--- src/rtl/keypad_scanner_if.sv ---
// Keypad-side and game-side signals of the 4x4 keypad scanner.
// The scanner is the slave; the board/game side is the master.
interface keypad_scanner_if;
  logic       enable;
  logic [3:0] keycol;
  logic [3:0] keyrow;
  logic [3:0] key_code;
  logic       key_valid;
  logic       key_held;

  modport master (
    output enable, keycol,
    input  keyrow, key_code, key_valid, key_held
  );

  modport slave (
    input  enable, keycol,
    output keyrow, key_code, key_valid, key_held
  );
endinterface

--- src/rtl/keypad_scanner.sv ---
// 4x4 keypad reader: drives one row low at a time, buffers a full frame of
// column samples, then debounces the lowest-index closure into key events.
module keypad_scanner #(
  parameter int SCAN_DIV = 16,
  parameter int DEBOUNCE = 3
) (
  input logic             clk,
  input logic             rst,
  keypad_scanner_if.slave kp_io
);

  localparam int DIV_W = $clog2(SCAN_DIV);
  localparam logic [DIV_W-1:0] DIV_LAST = DIV_W'(SCAN_DIV - 1);
  localparam logic [3:0] DEB = 4'(DEBOUNCE);

  typedef enum logic {SCAN, EVAL} state_e;

  state_e           state_q, state_d;
  logic [1:0]       row_q, row_d;
  logic [DIV_W-1:0] div_q, div_d;
  logic [3:0][3:0]  col_buf_q, col_buf_d;
  logic [3:0]       stable_cnt_q, stable_cnt_d;
  logic [4:0]       prev_snap_q, prev_snap_d;
  logic [3:0]       sync1_q, sync2_q;
  logic [3:0]       keyrow_q, keyrow_d;
  logic [3:0]       key_code_q, key_code_d;
  logic             key_valid_q, key_valid_d;
  logic             key_held_q, key_held_d;

  logic [4:0] snap;
  logic [3:0] cnt_new;
  logic       same_snap;
  logic       accept;

  // Walk from the highest index down so the lowest closed key overwrites last.
  always_comb begin
    snap = 5'd0;
    for (int r = 3; r >= 0; r--) begin
      for (int c = 3; c >= 0; c--) begin
        if (!col_buf_q[r][c]) begin
          snap = {1'b1, 4'(r * 4 + c)};
        end
      end
    end
  end

  always_comb begin
    same_snap = (snap == prev_snap_q);
    if (!same_snap) begin
      cnt_new = 4'd1;
    end else if (stable_cnt_q >= DEB) begin
      cnt_new = DEB;
    end else begin
      cnt_new = stable_cnt_q + 4'd1;
    end
    // A fresh arrival at the threshold, not a frame that was already saturated.
    accept = (cnt_new == DEB) && !(same_snap && stable_cnt_q == DEB);
  end

  always_comb begin
    state_d      = state_q;
    row_d        = row_q;
    div_d        = div_q;
    col_buf_d    = col_buf_q;
    stable_cnt_d = stable_cnt_q;
    prev_snap_d  = prev_snap_q;
    key_code_d   = key_code_q;
    key_held_d   = key_held_q;
    key_valid_d  = 1'b0;
    keyrow_d     = 4'b1111;

    if (!kp_io.enable) begin
      state_d      = SCAN;
      row_d        = 2'd0;
      div_d        = '0;
      stable_cnt_d = 4'd0;
      prev_snap_d  = 5'd0;
      key_held_d   = 1'b0;
    end else begin
      case (state_q)
        SCAN: begin
          if (div_q == DIV_LAST) begin
            col_buf_d[row_q] = sync2_q;
            div_d            = '0;
            if (row_q == 2'd3) begin
              state_d = EVAL;
              row_d   = 2'd0;
            end else begin
              row_d = row_q + 2'd1;
            end
          end else begin
            div_d = div_q + 1'b1;
          end
        end
        EVAL: begin
          state_d      = SCAN;
          row_d        = 2'd0;
          stable_cnt_d = cnt_new;
          prev_snap_d  = snap;
          if (accept) begin
            if (snap[4]) begin
              if (!key_held_q || snap[3:0] != key_code_q) begin
                key_code_d  = snap[3:0];
                key_held_d  = 1'b1;
                key_valid_d = 1'b1;
              end
            end else begin
              key_held_d = 1'b0;
            end
          end
        end
      endcase

      if (state_d == SCAN) begin
        keyrow_d = ~(4'b0001 << row_d);
      end
    end
  end

  always_ff @(posedge clk or posedge rst) begin
    if (rst) begin
      state_q      <= SCAN;
      row_q        <= 2'd0;
      div_q        <= '0;
      col_buf_q    <= {4{4'b1111}};
      stable_cnt_q <= 4'd0;
      prev_snap_q  <= 5'd0;
      sync1_q      <= 4'b1111;
      sync2_q      <= 4'b1111;
      keyrow_q     <= 4'b1111;
      key_code_q   <= 4'd0;
      key_valid_q  <= 1'b0;
      key_held_q   <= 1'b0;
    end else begin
      state_q      <= state_d;
      row_q        <= row_d;
      div_q        <= div_d;
      col_buf_q    <= col_buf_d;
      stable_cnt_q <= stable_cnt_d;
      prev_snap_q  <= prev_snap_d;
      sync1_q      <= kp_io.keycol;
      sync2_q      <= sync1_q;
      keyrow_q     <= keyrow_d;
      key_code_q   <= key_code_d;
      key_valid_q  <= key_valid_d;
      key_held_q   <= key_held_d;
    end
  end

  assign kp_io.keyrow    = keyrow_q;
  assign kp_io.key_code  = key_code_q;
  assign kp_io.key_valid = key_valid_q;
  assign kp_io.key_held  = key_held_q;

endmodule

--- src/flat_wrapper.sv ---
// flat-port wrapper written by rule: the top's interface ports become plain ports
module keypad_scanner_flat 
#(
  parameter int SCAN_DIV = 16,
  parameter int DEBOUNCE = 3
)
  (clk, rst, kp_io_enable, kp_io_keycol, kp_io_keyrow, kp_io_key_code, kp_io_key_valid, kp_io_key_held);
  keypad_scanner_if kp_io_i ();
  input logic clk;
  input logic rst;
  input wire logic [$bits(kp_io_i.enable)-1:0] kp_io_enable;
  input wire logic [$bits(kp_io_i.keycol)-1:0] kp_io_keycol;
  output wire logic [$bits(kp_io_i.keyrow)-1:0] kp_io_keyrow;
  output wire logic [$bits(kp_io_i.key_code)-1:0] kp_io_key_code;
  output wire logic [$bits(kp_io_i.key_valid)-1:0] kp_io_key_valid;
  output wire logic [$bits(kp_io_i.key_held)-1:0] kp_io_key_held;
  assign kp_io_i.enable = kp_io_enable;
  assign kp_io_i.keycol = kp_io_keycol;
  assign kp_io_keyrow = kp_io_i.keyrow;
  assign kp_io_key_code = kp_io_i.key_code;
  assign kp_io_key_valid = kp_io_i.key_valid;
  assign kp_io_key_held = kp_io_i.key_held;
  keypad_scanner #(.SCAN_DIV(SCAN_DIV), .DEBOUNCE(DEBOUNCE)) u_core (.clk(clk), .rst(rst), .kp_io(kp_io_i));
endmodule
--- config.mk ---
export PLATFORM = sky130hd
export DESIGN_NAME = keypad_scanner_flat
export DESIGN_NICKNAME = d
export VERILOG_FILES = /design/src/rtl/keypad_scanner_if.sv /design/src/rtl/keypad_scanner.sv /design/src/flat_wrapper.sv
export SDC_FILE = /design/constraint.sdc
export NUM_CORES = 1
export LEC_CHECK = 0
export ABC_AREA = 0
export CORE_MARGIN = 5
export CORE_UTILIZATION = 45
export CTS_BUF_LIST = sky130_fd_sc_hd__clkbuf_4 sky130_fd_sc_hd__clkbuf_8 sky130_fd_sc_hd__clkbuf_16
export CTS_CLUSTER_SIZE = 25
export DETAILED_ROUTE_END_ITERATION = 8
export GPL_ROUTABILITY_DRIVEN = 0
export PLACE_DENSITY = 0.71
export SLEW_MARGIN = 40
export SYNTH_ARGS = -nofsm -noshare
export SYNTH_HDL_FRONTEND = slang
export SYNTH_SLANG_ARGS = --single-unit
export TNS_END_PERCENT = 1
--- constraint.sdc ---
create_clock -name clk -period 2.65 [get_ports clk]
set_clock_uncertainty 0.15 [all_clocks]
set_input_delay 0.53 -clock clk [delete_from_list [all_inputs] [get_ports clk]]
set_output_delay 0.53 -clock clk [all_outputs]
set_load 0.1 [all_outputs]
* Word-level counts from Yosys, hierarchy flattened
Index checks and enable logic that the tools add are counted.
** Word-level totals
- Flip-flop bits (word level) :: 50
- Bits in latches :: 0
- Memory bits (writable) :: 0
- Bits in read-only memories :: 0
- Input port bits :: 7
- Memories kept :: 0
** Cells by class
- Add/sub/neg operators :: 3
- Multiply operators :: 0
- Divide/modulo/power cells :: 0
- Magnitude comparators :: 3
- Equality and inequality tests :: 10
- Shifts and indexed selects :: 1
- Mux-type cells :: 50
- Bitwise logic cells :: 2
- Reductions and logical operators :: 9
** Operators by type and width (number)
- $mux 5 :: 18
- $mux 4 :: 10
- $bwmux 16 :: 1
- $mux 1 :: 14
- $add 4x1->4 const B :: 2
- $demux 4 s2 :: 1
- $eq 4x2->1 const B :: 2
- $mux 2 :: 4
- $reduce_and 3->1 :: 2
- $eq 5x5->1 :: 1
- $reduce_and 5->1 :: 1
- $eq 4x4->1 const B :: 1
- $ge 4x2->1 const B :: 1
- $ne 2x1->1 const B :: 2
- $ne 4x4->1 :: 1
- $not 4->4 :: 1
- $pmux 2 s2 :: 1
- $shl 1x2->4 const A :: 1
- $logic_and 1x1->1 :: 3
- $lt 2x3->1 const B :: 1
- $ne 3x3->1 const B :: 1
- $add 2x1->2 const B :: 1
- $eq 2x2->1 const B :: 1
- $ge 2x1->1 const B :: 1
- other kinds (5) :: 6

* Logic depth before layout (Yosys ltp)
- Depth after elaboration :: 23
- Depth in mapped cells :: 9
- Gate-level depth less buffers :: 8

* Worst setup path after synthesis
OpenSTA, ideal clock, no wires.
- Kind :: register -> register
- Start :: register u_core.stable_cnt_q[0]
- End :: register u_core.key_code_q[0] (netlist: u_core.kp_io.key_code[0])
- Arrival time :: 2407 ps
- Path slack :: -35 ps
- Cell stages (with the launch flop) :: 9
- Path through :: dfrtp_1 > ha_1 > inv_1 > o311ai_0 > nand2_1 > or4_4 > nor3_4 > a21boi_4 > mux2_1
** On the way
- Longest elaborated chain between the ends :: 6
** Ends and longest elaborated chain
- start, declared :: RTL line keypad_scanner.sv:22 : logic [3:0] stable_cnt_q, stable_cnt_d;
- start signal, assigned :: RTL line keypad_scanner.sv:139 : stable_cnt_q <= stable_cnt_d;
- $add 4x1->4 or $ge 4x2->1 (tied branches) :: RTL line keypad_scanner.sv:54, keypad_scanner.sv:51
- $mux 4 :: RTL line keypad_scanner.sv:51 : end else if (stable_cnt_q >= DEB) begin
- $mux 4 :: RTL line keypad_scanner.sv:49 : if (!same_snap) begin
- $eq 4x2->1 :: RTL line keypad_scanner.sv:57 : accept = (cnt_new == DEB) && !(same_snap && stable_cnt_q == DEB);
- $logic_and 1x1->1 * :: RTL line keypad_scanner.sv:57
- $reduce_and 5->1 (no source line) *
- end signal, assigned :: RTL line keypad_scanner.sv:144 : key_code_q <= key_code_d;
- end, declared :: RTL line keypad_scanner.sv:26 : logic [3:0] key_code_q, key_code_d;
Every way passes the cells marked *; elsewhere a longest branch is shown, timed or not.
A chain may end at the register's enable or synchronous reset.

* Final worst setup path
- Start :: register u_core.col_buf_q[14] (netlist name)
- End :: register u_core.key_code_q[0] (netlist: u_core.kp_io.key_code[0])
** On the way
- Longest elaborated chain between the ends :: 20
** Ends and longest elaborated chain
- start, declared :: RTL line keypad_scanner.sv:21 : logic [3:0][3:0] col_buf_q, col_buf_d;
- start signal, assigned :: RTL line keypad_scanner.sv:125 : col_buf_q <= {4{4'b1111}};
- start signal, assigned :: RTL line keypad_scanner.sv:138 : col_buf_q <= col_buf_d;
- $mux 5 * (15 in series) :: RTL line keypad_scanner.sv:40 : if (!col_buf_q[r][c]) begin
- $eq 5x5->1 :: RTL line keypad_scanner.sv:48 : same_snap = (snap == prev_snap_q);
- $mux 4 or $logic_and 1x1->1 (tied branches) :: RTL line keypad_scanner.sv:49, keypad_scanner.sv:57
- $eq 4x2->1 or $logic_not 1->1 (tied branches) :: RTL line keypad_scanner.sv:57
- $logic_and 1x1->1 :: RTL line keypad_scanner.sv:57
- $reduce_and 5->1 (no source line)
Marks and branches as above.

==> metrics.cfg <==
[floorplan]
io_pins = 17
dieArea_mm2 = 0.006792
core_mm2 = 0.005107
rows = 26
die_x_um = 82.42
fp.dieH_um = 82.42
initial_core_util_pct = 46.20

[cells_and_area]
layout.cells.non_filler = 315
n_antenna_cell = 0
fin_area_mm2 = 0.002816
nets = 257
fin_util_pct = 55.14
area_growth_syn_to_layout_pct = 19.35
drive_gt1_share_pct = 37.14

[sta]
period_needed_ns = 2.595
final_hold_viol_count = 0
finalCritPeriodShare_pct = 97.91
setup_viol = 0
maxSlewViolCount = 0
worst_pin_slew_ns = 0.3658
fin_setup_tns_ns = 0
fin_ws_ns = 0.05550
relSlewSlack_pct = 75.50
fmax_mhz = 385.4
rsz0062_at_grt = yes
hold_ws_ns = 0.2101

[logic_synthesis]
synthesis.nets = 220
synth-compound-area-share_pct = 11.98
ys_warn_count = 0
synthAdderAreaFrac_pct = 3.181
synth_seq_cells = 50
ys.flop_type = dfstp_2
netlist_instances = 207
syn_area_per_cell_um2 = 11.40
yosysSeqAreaShare_pct = 54.51
ys_types = 42
synth_top_family_by_area = simple AND/OR/NAND/NOR gates
synth_area_mm2 = 0.002360
synth_xor_area_share_pct = 1.856
synth_edf_count = 0
synth_mux_area_share_pct = 10.76
ys_async_sr_fraction_pct = 100.0
synthSimpleGateAreaFrac_pct = 15.43

[setup_path]
crit_required_ns = 2.70
crit_type = reg -> reg
crit_arrival_ns = 2.64
reg2regPathDepth = 8
reg2reg_from = u_core.col_buf_q[14]
cp-start-kind = flip-flop
rrSetupSlack_ns = 0.06
crit_path_end_kind = flip-flop
worst_r2r_endpoint = u_core.kp_io.key_code[0]
path_max_fanout = 4

[global_route]
top_usage_layer = met2
antenna_found_initial = 0
grt.overflow.total = 0
grt_usage_pct = 14.74
grt_pass1_wl_um = 7659
met3_usage_pct = 3.145
first_global_vias = 1641
grt_max_degree = 20
grtUsageMet1_pct = 20.49
met2_usage_pct = 23.08

[hold_path]
hold_path.class = reg -> reg
holdPathEnd = u_core.sync2_q[0]
min_from = u_core.sync1_q[0]
hold-path-cell-count = 0

[power]
p_per_area_mw_per_mm2 = 461.4
power_mw = 1.300
leakagePower_nw = 1.182
peakVddDrop_v = 0.0003545

[clock_tree]
cts_buffers = 5
clk_path_buf_depth = 2
htreeDepth = 2
cts_sinks = 50
holdBufCountCts = 0
cts_root_buf = clkbuf_8
clk_pin_slew_ns = 0.10
cts_tree = built
insertion_delay_ns = 0.31

[job]
cap_violations = 0

[drt]
viasPerCell = 5.216
num_vias = 1643
drtPass1Iterations = 4
wirelength_um = 4431
ant_nets = 0
routedWlPerCell_um = 14.07
drtIter0Drc = 107
drc_errors = 0

[place]
dpl_cell_area_mm2 = 0.002686
dpl.hpwl_um = 3155
post-place-ws_ns = 0.004440
dp_cells = 305
io_buffers = 16

[run_status]
status = finished, final reports clean

## worst max-delay path by stage
stage | start | endpoint | slack, ns | cells past startpoint
3_5_place_dp | u_core.stable_cnt_q[0] | u_core.kp_io.key_code[3] | 0.004 | 8
6_report | u_core.col_buf_q[14] | u_core.kp_io.key_code[0] | 0.06 | 8
5_1_grt | u_core.col_buf_q[8] | u_core.kp_io.key_code[0] | -0.09 | 8
4_1_cts | u_core.stable_cnt_q[0] | u_core.kp_io.key_code[3] | 0.01 | 8
2_1_floorplan | u_core.stable_cnt_q[0] | u_core.kp_io.key_code[0] | 0.04 | 8
3_3_place_gp | u_core.stable_cnt_q[0] | u_core.kp_io.key_code[3] | 0.07 | 8
## cell type report
type                    instances  area [um^2]
fillers                       455         2291
clock buffers                   5        68.82
repair buffers                 34        270.3
multi-input cells             143         1044
well taps                      70        87.58
flip-flops and latches         50         1286
inverters                      10        37.54
clock inverters                 3        22.52
## routing by layer
layer	vias up	part of all wire, %
met5	-	0
met4	0	0.68
met3	4	3.4
met2	22	45
met1	804	50
li1	813	-
## cells in the mapped netlist (6+ instances only)
master	instances	area (um^2)
nand2_1	23	86.33
a21oi_1	10	50.05
dfrtp_1	22	550.5
ha_1	6	75.07
nor2b_1	6	37.54
mux2_2	16	180.2
nor2_1	10	37.54
o21ai_0	8	40.04
nand4_1	6	37.54
dfstp_2	28	735.7
inv_1	10	37.54
nand2b_1	7	43.79
## flip-flops by register name (all words and copies together) (netlist names)
signal,flops
u_core.col_buf_q,16
u_core.prev_snap_q,5
u_core.div_q,4
u_core.kp_io.key_code,4
u_core.kp_io.keyrow,4
u_core.stable_cnt_q,4
u_core.sync1_q,4
u_core.sync2_q,4
u_core.row_q,2
u_core.kp_io.key_held,1
u_core.kp_io.key_valid,1
u_core.state_q,1
## worst max-delay path, stage by stage, from the launching register on
cell and delay (ns):
dfstp_2 0.56, nand2b_1 0.06, a21o_1 0.18, a32oi_2 0.21, a31oi_2 0.14, or4_4 0.51, nor3_4 0.13, a21boi_4 0.23
mux2_4 0.31
## kinds of logic (layout without fill, tap and decap cells)
logic type / after synthesis / in the layout
flip-flops: 50 / 50
adder cells (fa/ha/maj): 6 / 6
XOR/XNOR: 5 / 5
multiplexers: 23 / 23
AO/OA/AOI/OAI: 39 / 39
buffers and inverters: 14 / 52
AND/OR/NAND/NOR: 70 / 70
## cells in the final DEF, fill, tap and decap left out, types with 3 or more instances in the layout
cell type         n
nand4_1           6
and2_1            3
clkbuf_8          5
a21oi_1          10
nand2b_1          7
mux2_2           16
dfrtp_1          22
nor3_1            3
nor2b_1           6
o21ai_0           8
nand3_1           4
nand2_1          23
dfstp_2          28
xnor2_1           4
clkdlybuf4s50_1   6
nor2_1            9
buf_4            28
mux2i_1           4
ha_1              6
inv_1             9
## report_power, final
part	switching (mW)	internal, mW	total [mW]
Sequential	0.00934	0.781	0.790
Clock	0.266	0.191	0.457
Combinational	0.0323	0.0199	0.0522
## repair_timing
action                                 4_1_cts  5_1_grt
gates resized for setup                      1        4
buffers inserted                             0        2
pin swaps                                    0        3
endpoints found under the hold margin        0        0
setup endpoints to repair                    2        4
(Power assumes the default switching activity.)
